--- config.mk ---
export PLATFORM = sky130hd
export DESIGN_NAME = store_buffer
export DESIGN_NICKNAME = d
export VERILOG_FILES = /design/src/rtl/store_buffer.sv
export SDC_FILE = /design/constraint.sdc
export NUM_CORES = 1
export LEC_CHECK = 0
export ABC_AREA = 1
export ABC_CLOCK_PERIOD_IN_PS = 5400
export CAP_MARGIN = 25
export CELL_PAD_IN_SITES_DETAIL_PLACEMENT = 1
export CELL_PAD_IN_SITES_GLOBAL_PLACEMENT = 2
export CORE_MARGIN = 2
export CORE_UTILIZATION = 27
export DETAILED_ROUTE_END_ITERATION = 10
export PLACE_DENSITY = 0.79
export SYNTH_ARGS = -nofsm -noshare
export SYNTH_HDL_FRONTEND = slang
export SYNTH_SLANG_ARGS = --single-unit
export TNS_END_PERCENT = 20
--- constraint.sdc ---
create_clock -name clk_i -period 5.4 [get_ports clk_i]
set_clock_uncertainty 0.05 [all_clocks]
set_input_delay 1.08 -clock clk_i [delete_from_list [all_inputs] [get_ports clk_i]]
set_output_delay 1.08 -clock clk_i [all_outputs]
set_load 0.005 [all_outputs]
--- src/rtl/store_buffer.sv ---
// In-order store buffer between MEM and the dcache write port, with same-cycle
// store-to-load forwarding snoop. Define STORE_BUFFER_COALESCE_EN to merge same-word pushes.
module store_buffer #(
    parameter int DEPTH      = 4,
    parameter int ADDR_WIDTH = 32,
    parameter int DATA_WIDTH = 32
) (
    input  logic                  clk_i,
    input  logic                  reset_n_i,
    input  logic                  put_enable_i,
    input  logic [ADDR_WIDTH-1:0] put_addr_i,
    input  logic [DATA_WIDTH-1:0] put_data_i,
    input  logic [1:0]            put_size_i,
    input  logic                  get_enable_i,
    output logic [ADDR_WIDTH-1:0] head_addr_o,
    output logic [DATA_WIDTH-1:0] head_data_o,
    output logic [3:0]            head_be_o,
    output logic                  full_o,
    output logic                  empty_o,
    input  logic [ADDR_WIDTH-1:0] snoop_addr_i,
    input  logic [1:0]            snoop_size_i,
    output logic                  snoop_hit_o,
    output logic                  snoop_partial_o,
    output logic [DATA_WIDTH-1:0] snoop_data_o
);
    localparam int PW = $clog2(DEPTH);
    localparam int CW = PW + 1;
    localparam logic [1:0] SZ_BYTE = 2'b00;
    localparam logic [1:0] SZ_HALF = 2'b01;

    typedef struct packed {
        logic [ADDR_WIDTH-3:0] waddr;
        logic [3:0]            be;
        logic [DATA_WIDTH-1:0] data;
    } entry_t;

    function automatic logic [3:0] be_of(input logic [1:0] lo, input logic [1:0] size);
        case (size)
            SZ_BYTE: be_of = 4'b0001 << lo;
            SZ_HALF: be_of = 4'b0011 << {lo[1], 1'b0};
            default: be_of = 4'b1111;
        endcase
    endfunction

    // Replicate narrow data across lanes so whichever lanes are enabled carry it.
    function automatic logic [DATA_WIDTH-1:0] align(input logic [DATA_WIDTH-1:0] d, input logic [1:0] size);
        case (size)
            SZ_BYTE: align = {4{d[7:0]}};
            SZ_HALF: align = {2{d[15:0]}};
            default: align = d;
        endcase
    endfunction

    entry_t          mem [DEPTH];
    logic [DEPTH-1:0] valid;
    logic [PW-1:0]   head, tail;
    logic [CW-1:0]   count, count_next;
    logic            full_q, empty_q;

    logic [3:0]            put_be, load_be;
    logic [DATA_WIDTH-1:0] put_word;
    logic                  pop, alloc, merge;

    assign put_be   = be_of(put_addr_i[1:0], put_size_i);
    assign put_word = align(put_data_i, put_size_i);
    assign load_be  = be_of(snoop_addr_i[1:0], snoop_size_i);
    assign pop      = get_enable_i && !empty_q;

`ifdef STORE_BUFFER_COALESCE_EN
    logic [PW-1:0] youngest;
    assign youngest = tail - PW'(1);
    // A single entry that is leaving this cycle cannot absorb the new store.
    assign merge = put_enable_i && !empty_q
                && mem[youngest].waddr == put_addr_i[ADDR_WIDTH-1:2]
                && !(pop && youngest == head);
`else
    assign merge = 1'b0;
`endif

    assign alloc      = put_enable_i && !merge && (!full_q || pop);
    assign count_next = count + CW'(alloc) - CW'(pop);

    always_ff @(posedge clk_i or negedge reset_n_i) begin
        if (!reset_n_i) begin
            valid   <= '0;
            head    <= '0;
            tail    <= '0;
            count   <= '0;
            full_q  <= 1'b0;
            empty_q <= 1'b1;
            for (int i = 0; i < DEPTH; i++) mem[i] <= '0;
        end else begin
            if (pop) begin
                valid[head] <= 1'b0;
                head        <= head + PW'(1);
            end
            // After the pop so a full push+pop into the same slot leaves it valid.
            if (alloc) begin
                mem[tail]   <= '{waddr: put_addr_i[ADDR_WIDTH-1:2], be: put_be, data: put_word};
                valid[tail] <= 1'b1;
                tail        <= tail + PW'(1);
            end
`ifdef STORE_BUFFER_COALESCE_EN
            if (merge) begin
                mem[youngest].be <= mem[youngest].be | put_be;
                for (int b = 0; b < 4; b++)
                    if (put_be[b]) mem[youngest].data[8*b +: 8] <= put_word[8*b +: 8];
            end
`endif
            count   <= count_next;
            full_q  <= (count_next == CW'(DEPTH));
            empty_q <= (count_next == '0);
        end
    end

    assign full_o      = full_q;
    assign empty_o     = empty_q;
    assign head_addr_o = valid[head] ? {mem[head].waddr, 2'b00} : '0;
    assign head_be_o   = valid[head] ? mem[head].be : 4'b0000;
    assign head_data_o = valid[head] ? mem[head].data : '0;

    // Walk back from the youngest entry; first overlap decides hit vs partial.
    logic          found;
    logic [PW-1:0] sel, idx;
    always_comb begin
        found = 1'b0;
        sel   = '0;
        idx   = '0;
        for (int i = 0; i < DEPTH; i++) begin
            idx = tail - PW'(i + 1);
            if (!found && valid[idx] && mem[idx].waddr == snoop_addr_i[ADDR_WIDTH-1:2]
                && (mem[idx].be & load_be) != 4'b0000) begin
                found = 1'b1;
                sel   = idx;
            end
        end
    end

    assign snoop_hit_o     = found && ((mem[sel].be & load_be) == load_be);
    assign snoop_partial_o = found && !snoop_hit_o;
    assign snoop_data_o    = snoop_hit_o ? mem[sel].data : '0;
endmodule
==> results list, run 1 <==
- Summing every instance area after synthesis gives 0.0207 mm^2.
* Violations in the final reports: negative setup slack
- Yosys printed 0 warnings.
* Most area-consuming cells after synthesis: dfrtp_1 33%, nand2_1 21%, o21ai_0 12%, nand3_1 9.2%, inv_1 5.4%
- Critical path data arrival time: between 4 and 5 ns
* RSZ-0062 raised after global routing: yes
- Endpoint of the most critical register-to-register path: mem[32]$_DFFE_PN0P_
* Clock tree root driver cell: clkbuf_16
- For this run, the number of standard cells in the final layout without fillers is approximately 4900.
- Once the floorplan was initialized, standard cells occupied 27.2% of the core.
- Detailed placement ended at an HPWL of 71100 um.
* Post-synthesis sequential element count: between 200 and 300
- During placement, the flow inserted port buffers numbering slightly above 200.
* Worst Setup Slack post-DPL: -0.489 ns
- Height of the chip: around 280 um
- For this block, the initial DRC count from the detailed router was around 1700.
* Library cell contributing the largest single delay on the critical path: dfrtp_4
* Maximum clock insertion buffer count: 3
- The congestion estimate from routability-driven global placement came to between 1 and 1.5.
- After synthesis, the most frequently instantiated cells are 1145 x nand2_1, 478 x o21ai_0, 381 x nand3_1, 298 x inv_1, 276 x dfrtp_1.
* Number of cell rows: 101
- Sequential cells were found to cover 33.5% of the synthesized design area.
- CP max stage delay: between 0.4 and 0.5 ns
- Final routed DRC violation total: 0
- Global routing used between 20% and 30% of the available tracks across all layers.
* Vias per std cell: just over 5
- Proportion of register bits with asynchronous set or reset after synthesis: 100%
* Hold Path Origin: mem[190]$_DFFE_PN0P_
* Fraction of layout instances using a drive strength above 1: between 10% and 20%
- Data required time of the worst path: ~4.3 ns
- Area growth from synthesis to layout: 40.6%
- Along the worst hold path, the cell count comes to 2.
* Final hold violation count: 0
* Type of the tightest min-delay check: flip-flop to flip-flop
- Shortest clock period the worst path allows after layout: approximately 5.5 ns
- After clock tree synthesis, the clock-pin slew on the worst setup and hold paths is roughly 0.060 ns.
- Grouping stages by cell kind, the critical path spends the most delay in buffers and inverters.
- Global route total overflow: 0
- Most common flop cell mapped by yosys: dfrtp_1
- Across the run, the number of max-cap violations was 0.
- Counting both buffers and inverters, the worst setup path holds a total of 13.
* Final instance area: 0.0291 mm^2
* Number of nets in the final layout: roughly 3900
- Yosys instantiated no cell more often than nand2_1.
- Number of enable flip-flop cells after synthesis: 0
* Worst setup SP type: flip-flop
- TritonCTS clock tree: yes
* Horiz. Die Dim: 281 um
- The final route contains 25000 vias.
- Final worst path period share: 102%
- Library cells used by synthesis: 42
- Count of clock tree sinks: about 280
* Post-layout utilization of the core: about two fifths
- At the pin with the least slew margin, the transition time is roughly 0.98 ns.
- Measured in cells, the most critical reg-to-reg path has a length of 8.
- Setup slack of the most critical reg-to-reg path: ~2.7 ns
- The worst register-to-register path begins at tail[0]$_DFFE_PN0P_.
- The synthesized design devotes to its leading area cell type about a third of total area.
- STA classifies the critical path endpoint as a primary output.
- Worst-case hold path end point: mem[190]$_DFFE_PN0P_
- Max transition margin: around a third
* Biggest area consumer among synthesized cells: dfrtp_1
- Setup violations remaining at the end of the flow were counted as 32.
- Number of pins with negative max-slew slack in the final report: 0
* Setup TNS: -2.28 ns
- Dividing the synthesized area by the synthesized cell count gives between 6 and 7 um^2.
- Dividing total power by cell area gives a power density of about 770 mW/mm^2.
* Worst Setup Slack, final: -0.128 ns
- In this run the worst path has a maximum fanout of 8.
- Placed cell count: around 4700
- The number of hold buffers added after CTS was 0.
* Number of antenna-violating nets in the routed design: 0
- For the worst-skew pair, the clock arrives at the later sink with an insertion delay of 0.56 ns.
- The number of antenna violations at the first check in global routing came to 4.
- Maximum resistive drop on vdd: slightly above 0.0005 V
- Via count of the first global-routing pass: approximately 25000
- The placed instances occupy a cell area of around 0.026 mm^2.
- Maximum number of pins on one net before global-route repair: between 100 and 150
- The flow ran to the end, but the final reports show violations.
- F_max: ~180 MHz
- Number of buffers added by the clock tree synthesis step: 38
- The pre-antenna-repair detailed-routing pass consisted of 5 iterations.
- Detailed-route wire length: 104000 um
- The first global-routing pass estimated approximately 160000 um of wire.
- Startpoint-to-endpoint class of the critical path: flip-flop to primary output
* Placeable core region: 0.0759 mm^2
- Pin placement for this block handled around 210 I/O pins.
- Routed length per instance: about 21 um
* H-tree levels: 2
- The die covers 0.0789 mm^2.
- Summed over all cells, the static leakage comes to approximately 0.014 uW.
- Synthesized instance count: roughly 3300
## worst max-delay path by stage
stage                                   start          endpoint  cells after the start
final                     tail[0]$_DFFE_PN0P_   snoop_data_o[2]                     27
after CTS                 tail[0]$_DFFE_PN0P_  snoop_data_o[20]                     29
after floorplan           tail[1]$_DFFE_PN0P_  snoop_data_o[22]                     28
after detailed placement      snoop_size_i[0]  snoop_data_o[20]                     23
after global placement        snoop_addr_i[5]  snoop_data_o[28]                     20
after global routing      tail[0]$_DFFE_PN0P_   snoop_data_o[2]                     20
## flip-flops by register name, indices dropped and copies added, names as in the netlist
register and cells:
valid 4, full_o 1, mem 264, head 2, tail 2, count 3, empty_o 1
## report_power, final
| part | internal [uW] | switching [uW] | leakage [uW] |
|---|---|---|---|
| clock network | 1490 | 1090 | 0.000612 |
| logic | 6470 | 9230 | 0.0103 |
| registers | 3060 | 925 | 0.00345 |
| total | 11000 | 11200 | 0.0143 |
## cell type report
type / instances / area, um^2
Fill cell: 9672 / 46800
Multi-Input combinational cell: 2539 / 12400
Timing Repair Buffer: 624 / 5980
Tap cell: 1030 / 1290
Clock buffer: 49 / 1050
Sequential cell: 277 / 6950
Clock inverter: 19 / 218
Antenna cell: 1 / 2.50
Inverter: 320 / 1230
## layer usage
metal	track usage (%)	share of wire, %
met5	0	0.035
met4	8.79	3.3
met3	3.95	6.0
met2	41.9	46
met1	35.0	44
## cells in the final DEF, fill, tap and decap left out, types with 9 or more instances in the layout
master / instances
clkdlybuf4s50_1: 168
nand4_1: 41
o21ai_0: 452
inv_1: 289
nor2_1: 154
nor3_1: 10
nand3_1: 327
nor2_4: 20
nand2_4: 11
o22ai_1: 26
inv_2: 24
a21oi_1: 84
a21oi_2: 20
buf_12: 33
buf_6: 18
xor2_1: 13
buf_2: 30
nand2_1: 1104
nor2_2: 34
buf_4: 344
buf_16: 13
clkbuf_16: 43
nand2_2: 34
o211ai_1: 29
ha_1: 9
nand3_2: 52
dfrtp_1: 272
o21ai_1: 62
## per-stage QoR
stage | power, uW | hold slack, ns
after floorplan | 11100 | 0.403
after global placement | 17500 | 0.417
after detailed placement | 17700 | 0.424
after CTS | 21600 | 0.438
after global routing | 23900 | 0.467
final | 22300 | 0.438
## cells by family after synthesis
kind of cell	synth area share (%)
AOI/OAI and AO/OA	17.7
other	0.0181
xor gates and xnor gates	0.762
buffers and inverters	10.7
adders and majority gates	0.701
and+or+nand+nor	36.6
DFF	33.5
## worst register-to-register path: stages (launching register included)
cell	delay [ns]
dfrtp_4	0.51
buf_4	0.15
buf_6	0.22
ha_1	0.28
nand2_4	0.67
clkinv_1	0.18
buf_4	0.32
nand2_1	0.15
o21ai_0	0.09
## what timing repair did
item                                    in CTS  in global routing
endpoints found under the setup margin      34                 34
cloned                                      15                  8
buffers inserted                            31                 23
pin swaps                                   34                 69
hold endpoints to repair                     0                  0
gates resized for setup                    201                218
Note: power is estimated with default switching activity, not from simulation.
==> run 2: changes to the inputs <==
--- a/config.mk
+++ b/config.mk
@@ -13,6 +13,7 @@
 export CORE_MARGIN = 2
 export CORE_UTILIZATION = 27
 export DETAILED_ROUTE_END_ITERATION = 10
+export HOLD_SLACK_MARGIN = 0.12
 export PLACE_DENSITY = 0.79
 export SYNTH_ARGS = -nofsm -noshare
 export SYNTH_HDL_FRONTEND = slang
==> results of run 2 <==
Same layout as run 1: the final DEF is identical, and so are final timing and power.
